--- src/rtl/wb_arbiter_pkg.sv ---
// Shared constants and types for the writeback arbiter: data width, buffer depth,
// starvation limit and the per-cycle source selection encoding.
package wb_arbiter_pkg;

  localparam int XLEN_DEF       = 32;
  localparam int DEPTH_DEF      = 2;
  localparam int STARVE_LIM_DEF = 4;
  localparam int RD_W           = 5;

  // Which source loads the regfile write register this cycle.
  typedef enum logic [1:0] {
    SRC_NONE = 2'd0,
    SRC_ALU  = 2'd1,
    SRC_BUF  = 2'd2,
    SRC_BYP  = 2'd3
  } wb_src_e;

  // A request only produces a write when valid and not aimed at x0.
  function automatic logic rd_live(input logic valid, input logic [RD_W-1:0] rd);
    return valid && (rd != '0);
  endfunction

endpackage

--- src/rtl/wb_fifo.sv ---
// Circular buffer of pending {rd, data} writebacks for the slow source.
// Exposes every slot's rd plus a liveness mask so the top can answer hazard queries.
module wb_fifo
  import wb_arbiter_pkg::*;
#(
  parameter int XLEN  = XLEN_DEF,
  parameter int DEPTH = DEPTH_DEF,
  localparam int PTR_W = (DEPTH > 1) ? $clog2(DEPTH) : 1,
  localparam int CNT_W = $clog2(DEPTH + 1)
) (
  input  logic                  clk,
  input  logic                  rst,
  input  logic                  push,
  input  logic [RD_W-1:0]       push_rd,
  input  logic [XLEN-1:0]       push_data,
  input  logic                  pop,
  output logic [RD_W-1:0]       head_rd,
  output logic [XLEN-1:0]       head_data,
  output logic [CNT_W-1:0]      count,
  output logic [DEPTH*RD_W-1:0] entry_rd,
  output logic [DEPTH-1:0]      entry_valid
);

  logic [RD_W-1:0]  rd_mem   [DEPTH];
  logic [XLEN-1:0]  data_mem [DEPTH];

  logic [PTR_W-1:0] head_reg, head_next;
  logic [PTR_W-1:0] tail_reg, tail_next;
  logic [CNT_W-1:0] count_reg, count_next;

  function automatic logic [PTR_W-1:0] ptr_inc(input logic [PTR_W-1:0] p);
    return (p == PTR_W'(DEPTH - 1)) ? '0 : p + PTR_W'(1);
  endfunction

  // A slot is live when its distance from head (mod DEPTH) is below count.
  function automatic logic slot_live(input int slot, input int head, input int cnt);
    int off;
    off = (slot >= head) ? (slot - head) : (slot + DEPTH - head);
    return off < cnt;
  endfunction

  always_comb begin
    head_next  = pop  ? ptr_inc(head_reg) : head_reg;
    tail_next  = push ? ptr_inc(tail_reg) : tail_reg;
    count_next = count_reg;
    case ({push, pop})
      2'b10:   count_next = count_reg + CNT_W'(1);
      2'b01:   count_next = count_reg - CNT_W'(1);
      default: count_next = count_reg;
    endcase
  end

  always_ff @(posedge clk) begin
    if (rst) begin
      head_reg  <= '0;
      tail_reg  <= '0;
      count_reg <= '0;
    end else begin
      head_reg  <= head_next;
      tail_reg  <= tail_next;
      count_reg <= count_next;
    end
  end

  // Storage carries no reset: liveness comes solely from head/count.
  always_ff @(posedge clk) begin
    if (push) begin
      rd_mem[tail_reg]   <= push_rd;
      data_mem[tail_reg] <= push_data;
    end
  end

  assign head_rd   = rd_mem[head_reg];
  assign head_data = data_mem[head_reg];
  assign count     = count_reg;

  genvar gi;
  generate
    for (gi = 0; gi < DEPTH; gi++) begin : g_entry
      assign entry_rd[gi*RD_W +: RD_W] = rd_mem[gi];
      assign entry_valid[gi]           = slot_live(gi, int'(head_reg), int'(count_reg));
    end
  endgenerate

endmodule

--- src/rtl/wb_arbiter.sv ---
// Merges the ALU writeback stream with a buffered slow-source stream into one
// registered regfile write port, with starvation relief and pending-write queries.
module wb_arbiter
  import wb_arbiter_pkg::*;
#(
  parameter int XLEN       = XLEN_DEF,
  parameter int DEPTH      = DEPTH_DEF,
  parameter int STARVE_LIM = STARVE_LIM_DEF
) (
  input  logic            clk,
  input  logic            rst,
  input  logic            alu_valid,
  input  logic [4:0]      alu_rd,
  input  logic [XLEN-1:0] alu_data,
  output logic            alu_stall,
  input  logic            mem_valid,
  output logic            mem_ready,
  input  logic [4:0]      mem_rd,
  input  logic [XLEN-1:0] mem_data,
  output logic            rf_we,
  output logic [4:0]      rf_waddr,
  output logic [XLEN-1:0] rf_wdata,
  input  logic [4:0]      q_addr1,
  input  logic [4:0]      q_addr2,
  output logic            q_hit1,
  output logic            q_hit2
);

  localparam int CNT_W = $clog2(DEPTH + 1);
  localparam int SC_W  = $clog2(STARVE_LIM + 1);

  logic [CNT_W-1:0]      count;
  logic [RD_W-1:0]       head_rd;
  logic [XLEN-1:0]       head_data;
  logic [DEPTH*RD_W-1:0] entry_rd;
  logic [DEPTH-1:0]      entry_valid;

  logic                  alu_win;
  logic                  mem_fire;
  logic                  mem_live;
  logic                  buf_push;
  logic                  buf_pop;
  wb_src_e               src_sel;

  logic [SC_W-1:0]       starve_reg, starve_next;
  logic                  rf_we_next;
  logic [4:0]            rf_waddr_next;
  logic [XLEN-1:0]       rf_wdata_next;

  wb_fifo #(
    .XLEN  (XLEN),
    .DEPTH (DEPTH)
  ) u_fifo (
    .clk         (clk),
    .rst         (rst),
    .push        (buf_push),
    .push_rd     (mem_rd),
    .push_data   (mem_data),
    .pop         (buf_pop),
    .head_rd     (head_rd),
    .head_data   (head_data),
    .count       (count),
    .entry_rd    (entry_rd),
    .entry_valid (entry_valid)
  );

  // Ready depends on the registered count only, so a pop never opens ready the same cycle.
  assign mem_ready = (count < CNT_W'(DEPTH));
  assign alu_stall = (starve_reg == SC_W'(STARVE_LIM)) && (count != '0);

  always_comb begin
    alu_win  = rd_live(alu_valid, alu_rd);
    mem_fire = mem_valid && mem_ready;
    mem_live = rd_live(mem_fire, mem_rd);

    src_sel = SRC_NONE;
    if (alu_win)
      src_sel = SRC_ALU;
    else if (count != '0)
      src_sel = SRC_BUF;
    else if (mem_live)
      src_sel = SRC_BYP;

    buf_pop  = (src_sel == SRC_BUF);
    buf_push = mem_live && (src_sel != SRC_BYP);

    rf_we_next    = (src_sel != SRC_NONE);
    rf_waddr_next = rf_waddr;
    rf_wdata_next = rf_wdata;
    case (src_sel)
      SRC_ALU: begin
        rf_waddr_next = alu_rd;
        rf_wdata_next = alu_data;
      end
      SRC_BUF: begin
        rf_waddr_next = head_rd;
        rf_wdata_next = head_data;
      end
      SRC_BYP: begin
        rf_waddr_next = mem_rd;
        rf_wdata_next = mem_data;
      end
      default: ;
    endcase

    // Only ALU wins over a non-empty buffer count toward starvation.
    starve_next = '0;
    if (alu_win && (count != '0))
      starve_next = (starve_reg == SC_W'(STARVE_LIM)) ? starve_reg : starve_reg + SC_W'(1);
  end

  always_ff @(posedge clk) begin
    if (rst) begin
      rf_we      <= 1'b0;
      rf_waddr   <= '0;
      rf_wdata   <= '0;
      starve_reg <= '0;
    end else begin
      rf_we      <= rf_we_next;
      rf_waddr   <= rf_waddr_next;
      rf_wdata   <= rf_wdata_next;
      starve_reg <= starve_next;
    end
  end

  logic [DEPTH-1:0] buf_hit1;
  logic [DEPTH-1:0] buf_hit2;

  genvar gi;
  generate
    for (gi = 0; gi < DEPTH; gi++) begin : g_hit
      assign buf_hit1[gi] = entry_valid[gi] && (entry_rd[gi*RD_W +: RD_W] == q_addr1);
      assign buf_hit2[gi] = entry_valid[gi] && (entry_rd[gi*RD_W +: RD_W] == q_addr2);
    end
  endgenerate

  assign q_hit1 = (q_addr1 != '0) && ((rf_we && (rf_waddr == q_addr1)) || (|buf_hit1));
  assign q_hit2 = (q_addr2 != '0) && ((rf_we && (rf_waddr == q_addr2)) || (|buf_hit2));

endmodule

--- config.mk ---
export PLATFORM = sky130hd
export DESIGN_NAME = wb_arbiter
export DESIGN_NICKNAME = d
export VERILOG_FILES = /design/src/rtl/wb_arbiter_pkg.sv /design/src/rtl/wb_fifo.sv /design/src/rtl/wb_arbiter.sv
export SDC_FILE = /design/constraint.sdc
export NUM_CORES = 1
export LEC_CHECK = 0
export ABC_AREA = 0
export CAP_MARGIN = 20
export CORE_ASPECT_RATIO = 1.25
export CORE_UTILIZATION = 51
export DETAILED_ROUTE_END_ITERATION = 8
export PLACE_DENSITY = 0.81
export SYNTH_ARGS = -nofsm -noshare
export SYNTH_HDL_FRONTEND = slang
export SYNTH_SLANG_ARGS = --single-unit
export TNS_END_PERCENT = 50
--- constraint.sdc ---
create_clock -name clk -period 4.8 [get_ports clk]
set_clock_uncertainty 0.05 [all_clocks]
set_input_delay 0.96 -clock clk [delete_from_list [all_inputs] [get_ports clk]]
set_output_delay 0.96 -clock clk [all_outputs]
set_load 0.1 [all_outputs]
==> reports/results.tsv <==
stage	metric	value	unit
grt	GRT Resource Usage Total	24.3	%
clocking	Num CTS Buffers	17	
critical_path	slowest CP cell	or4_1	
grt	largest net degree at the start of global routing	68	
final_layout	commonest non-fill, non-tap cell in the layout	clkdlybuf4s50_1	
critical_path	Critical Path Source Type	primary input	
synthesis	synthesis-stage register bit count	120	
routing	drt via density	5.69	
grt	vias in the first global route	4411	
final_layout	share of layout cells above drive strength 1	23.2	%
final_layout	area grow syn2layout	34.3	%
clocking	post-CTS setup buffer count	0	
clocking	cts repair resizes	0	
die	row count	43	
synthesis	ranking of synthesized cells by area	edfxtp_1 39%, dfxtp_1 16%, a211oi_2 6.9%	
final_layout	n_diodes	0	
critical_path	Max Fanout on Critical Path	4	
final_layout	Top Registers	u_fifo.data_mem: 64 flops, rf_wdata: 32 flops, u_fifo.rd_mem: 10 flops	
outcome	status	complete, no violations	
routing	Total Wirelength	13800	um
critical_path	R2R Path End	rf_wdata[20]$_SDFFE_PP0P_	
critical_path	Critical Path RT	3.79	ns
synthesis	largest area contributor in the netlist	edfxtp_1	
clocking	clock buffer depth	2	
synthesis	Seq/Total Area, Yosys	54.5	%
grt	global-route layer with the greatest usage	met2	
power	Sequential Power Share	32.2	%
placement	port bufs	129	
synthesis	Syn Std Cell Area	5770	um^2
clocking	H-tree Lvls	4	
final_layout	# fillers	785	
routing	Post-route DRC	0	
critical_path	R2R Setup Slk	2.53	ns
grt	total grt overflow	0	
power	worst IR drop on VDD	0.396	mV
routing	DR iter-0 viols	184	
power	combinational power share	35.7	%
die	I/O pin cnt	130	
clocking	Root Buffer	clkbuf_16	
grt	first-pass GRT wire length	22000	um
die	Initial Util	52.3	%
power	sw power	1.61	mW
sta	clock period minus worst slack	3.90	ns
final_layout	max reg flops	64	
grt	global-route met1 utilization	26.7	%
die	die footprint	11700	um^2
clocking	Reg clk slew, reported paths	0.05	ns
routing	routed len/inst	18.7	um
routing	DRT antenna net count	0	
sta	Setup TNS	0	ns
sta	fin crit share	81.2	%
clocking	TritonCTS Sinks	120	
final_layout	# nets final	681	
final_layout	FF+latch area	3140	um^2
grt	initial antenna violation count	0	
die	Core Region	11000	um^2
critical_path	Worst Path Arrival	2.89	ns
placement	GPL Wtd Cong	0.891	
routing	routed via count	4198	
final_layout	Reg with most FFs	u_fifo.data_mem	
clocking	Worst-Skew Late Latency	0.41	ns
power	Tot Pwr	4.32	mW
hold_path	Worst Hold Path Cells	2	
critical_path	Critical Path End Type	output port	
power	pwr/cell area	557	nW/um^2
clocking	# hold bufs at CTS	0	
synthesis	Netlist cell types	42	
synthesis	Synthesized Nets	557	
sta	RSZ-0062 raised after global routing	no	
critical_path	CP max stage delay	0.51	ns
critical_path	path depth of the worst reg2reg path	6	
final_layout	area of the multi-input gates	2410	um^2
grt	grt met3 use	6.22	%
synthesis	YS warnings	0	
sta	Max Freq	257	MHz
power	Internal Dissipation	2.70	mW
placement	Placed Instances	706	
power	Clk pwr share	32.1	%
power	Net Sw Frac	37.4	%
final_layout	commonest cells after routing, fill and taps aside	126 x clkdlybuf4s50_1, 74 x edfxtp_1, 45 x dfxtp_1, 35 x nand2_1, 34 x mux2i_1	
hold_path	min-delay worst type	reg2reg	
hold_path	Worst Hold End	rf_wdata[28]$_SDFFE_PP0P_	
placement	DP HPWL	9130	um
synthesis	Synth top area share	38.5	%
synthesis	Gate Count Post-Synth	466	
sta	Slew @ Worst Pin	1.03	ns
synthesis	syn avg cell area	12.4	um^2
die	chip height	121	um
die	chip width	97.1	um
clocking	CTS tree	yes	
job	Max-Cap Viols	0	
critical_path	FF-to-FF Start	u_fifo.count[0]$_SDFFE_PP0P_	
power	Static Leak	2.64	nW
grt	global-route met2 utilization	44.1	%
sta	count of pins over their slew limit	0	
hold_path	HP Start	rf_wdata[28]$_SDFFE_PP0P_	
sta	final number of hold-violating endpoints	0	
sta	relative slew slack	31.3	%
critical_path	crit path cell chain	clkdlybuf4s50_1 > xor2_1 > or4_1 > nor3_1 > a31oi_1 > a21oi_1 > buf_4	
routing	TritonRoute pass-1 iters	4	
sta	endpoints failing setup	0	
critical_path	critical path class	in2out	
final_layout	non-filler cells, final	738	
[power groups by stage]
stage,clock [mW],combinational [mW],sequential [mW]
after floorplan,0,0.732,1.83
after global placement,0,1.52,1.40
after detailed placement,0,1.54,1.41
after CTS,1.40,1.55,1.39
after global routing,1.45,1.63,1.41
final,1.38,1.54,1.39
[synth_stat cells]
library cell / instances
a211oi_1: 1
a211oi_2: 32
a21oi_1: 13
a21oi_2: 23
a22oi_1: 2
a31oi_1: 3
a32oi_1: 1
and2_1: 1
and3_1: 1
buf_1: 2
buf_2: 8
buf_6: 10
clkbuf_1: 11
dfxtp_1: 46
edfxtp_1: 74
ha_1: 3
inv_1: 6
mux2_2: 4
mux2i_1: 34
nand2_1: 36
nand3_1: 2
nand3_4: 1
nand3b_1: 1
nor2_1: 17
nor2_2: 31
nor3_1: 6
nor4_1: 11
o2111ai_1: 1
o21a_1: 1
o21a_4: 1
o21ai_0: 2
o21ai_2: 1
o22ai_1: 2
o31ai_1: 32
o31ai_4: 1
o32a_1: 4
or3_1: 1
or3_4: 1
or4_1: 3
or4_4: 1
xnor2_1: 12
xor2_1: 23
[critical path, delay by kind of cell]
| family | cells | cell delay (ns) |
|---|---|---|
| simple gates | 2 | 0.70 |
| compound gates | 2 | 0.24 |
| xor+xnor | 1 | 0.18 |
| buf+inv | 2 | 0.81 |
[kinds of logic (layout without fill, tap and decap cells)]
family	Yosys count	in the layout	share of synthesized area [%]
AND/OR/NAND/NOR	113	113	10.2
flip-flops	120	120	54.5
adder cells (fa/ha/maj)	3	3	0.651
XOR/XNOR	35	35	5.31
AO/OA/AOI/OAI	120	120	18.7
multiplexers	38	38	6.68
buffers and inverters	37	174	3.88
[how the worst max path moves through the flow]
stage                     cells past startpoint       start  slack, ns     end
final                                         7  q_addr2[2]       0.90  q_hit2
after global routing                          7  q_addr2[2]       0.84  q_hit2
after CTS                                     7  q_addr2[2]       0.89  q_hit2
after detailed placement                      7  q_addr2[2]       0.91  q_hit2
after global placement                        7  q_addr2[1]       0.95  q_hit2
after floorplan                               5  q_addr2[2]       0.50  q_hit2
[routing by layer]
metal,up-vias,wire length (um)
li1,2001,-
met1,2035,5330
met2,137,7490
met3,25,595
met4,0,391
met5,-,0
[layout make-up]
cell class / count / share of cell area (%)
clock buffers: 20 / 5.89
clock inverters: 12 / 2.55
inverters: 6 / 0.291
multi-input cells: 309 / 31.1
flip-flops and latches: 120 / 40.6
well taps: 135 / 2.18
repair buffers: 136 / 17.4
[stage by stage]
step                      cell area (um^2)  util, %  hold slack [ns]  setup WS, ns
after global routing                  7750     70.3            0.486         0.844
after CTS                             7750     70.3            0.469         0.891
after global placement                7090     64.3            0.457         0.946
final                                 7750     70.3            0.466         0.904
after detailed placement              7090     64.3            0.461         0.912
after floorplan                       5770        -            0.446         0.498
(Power assumes the default switching activity.)
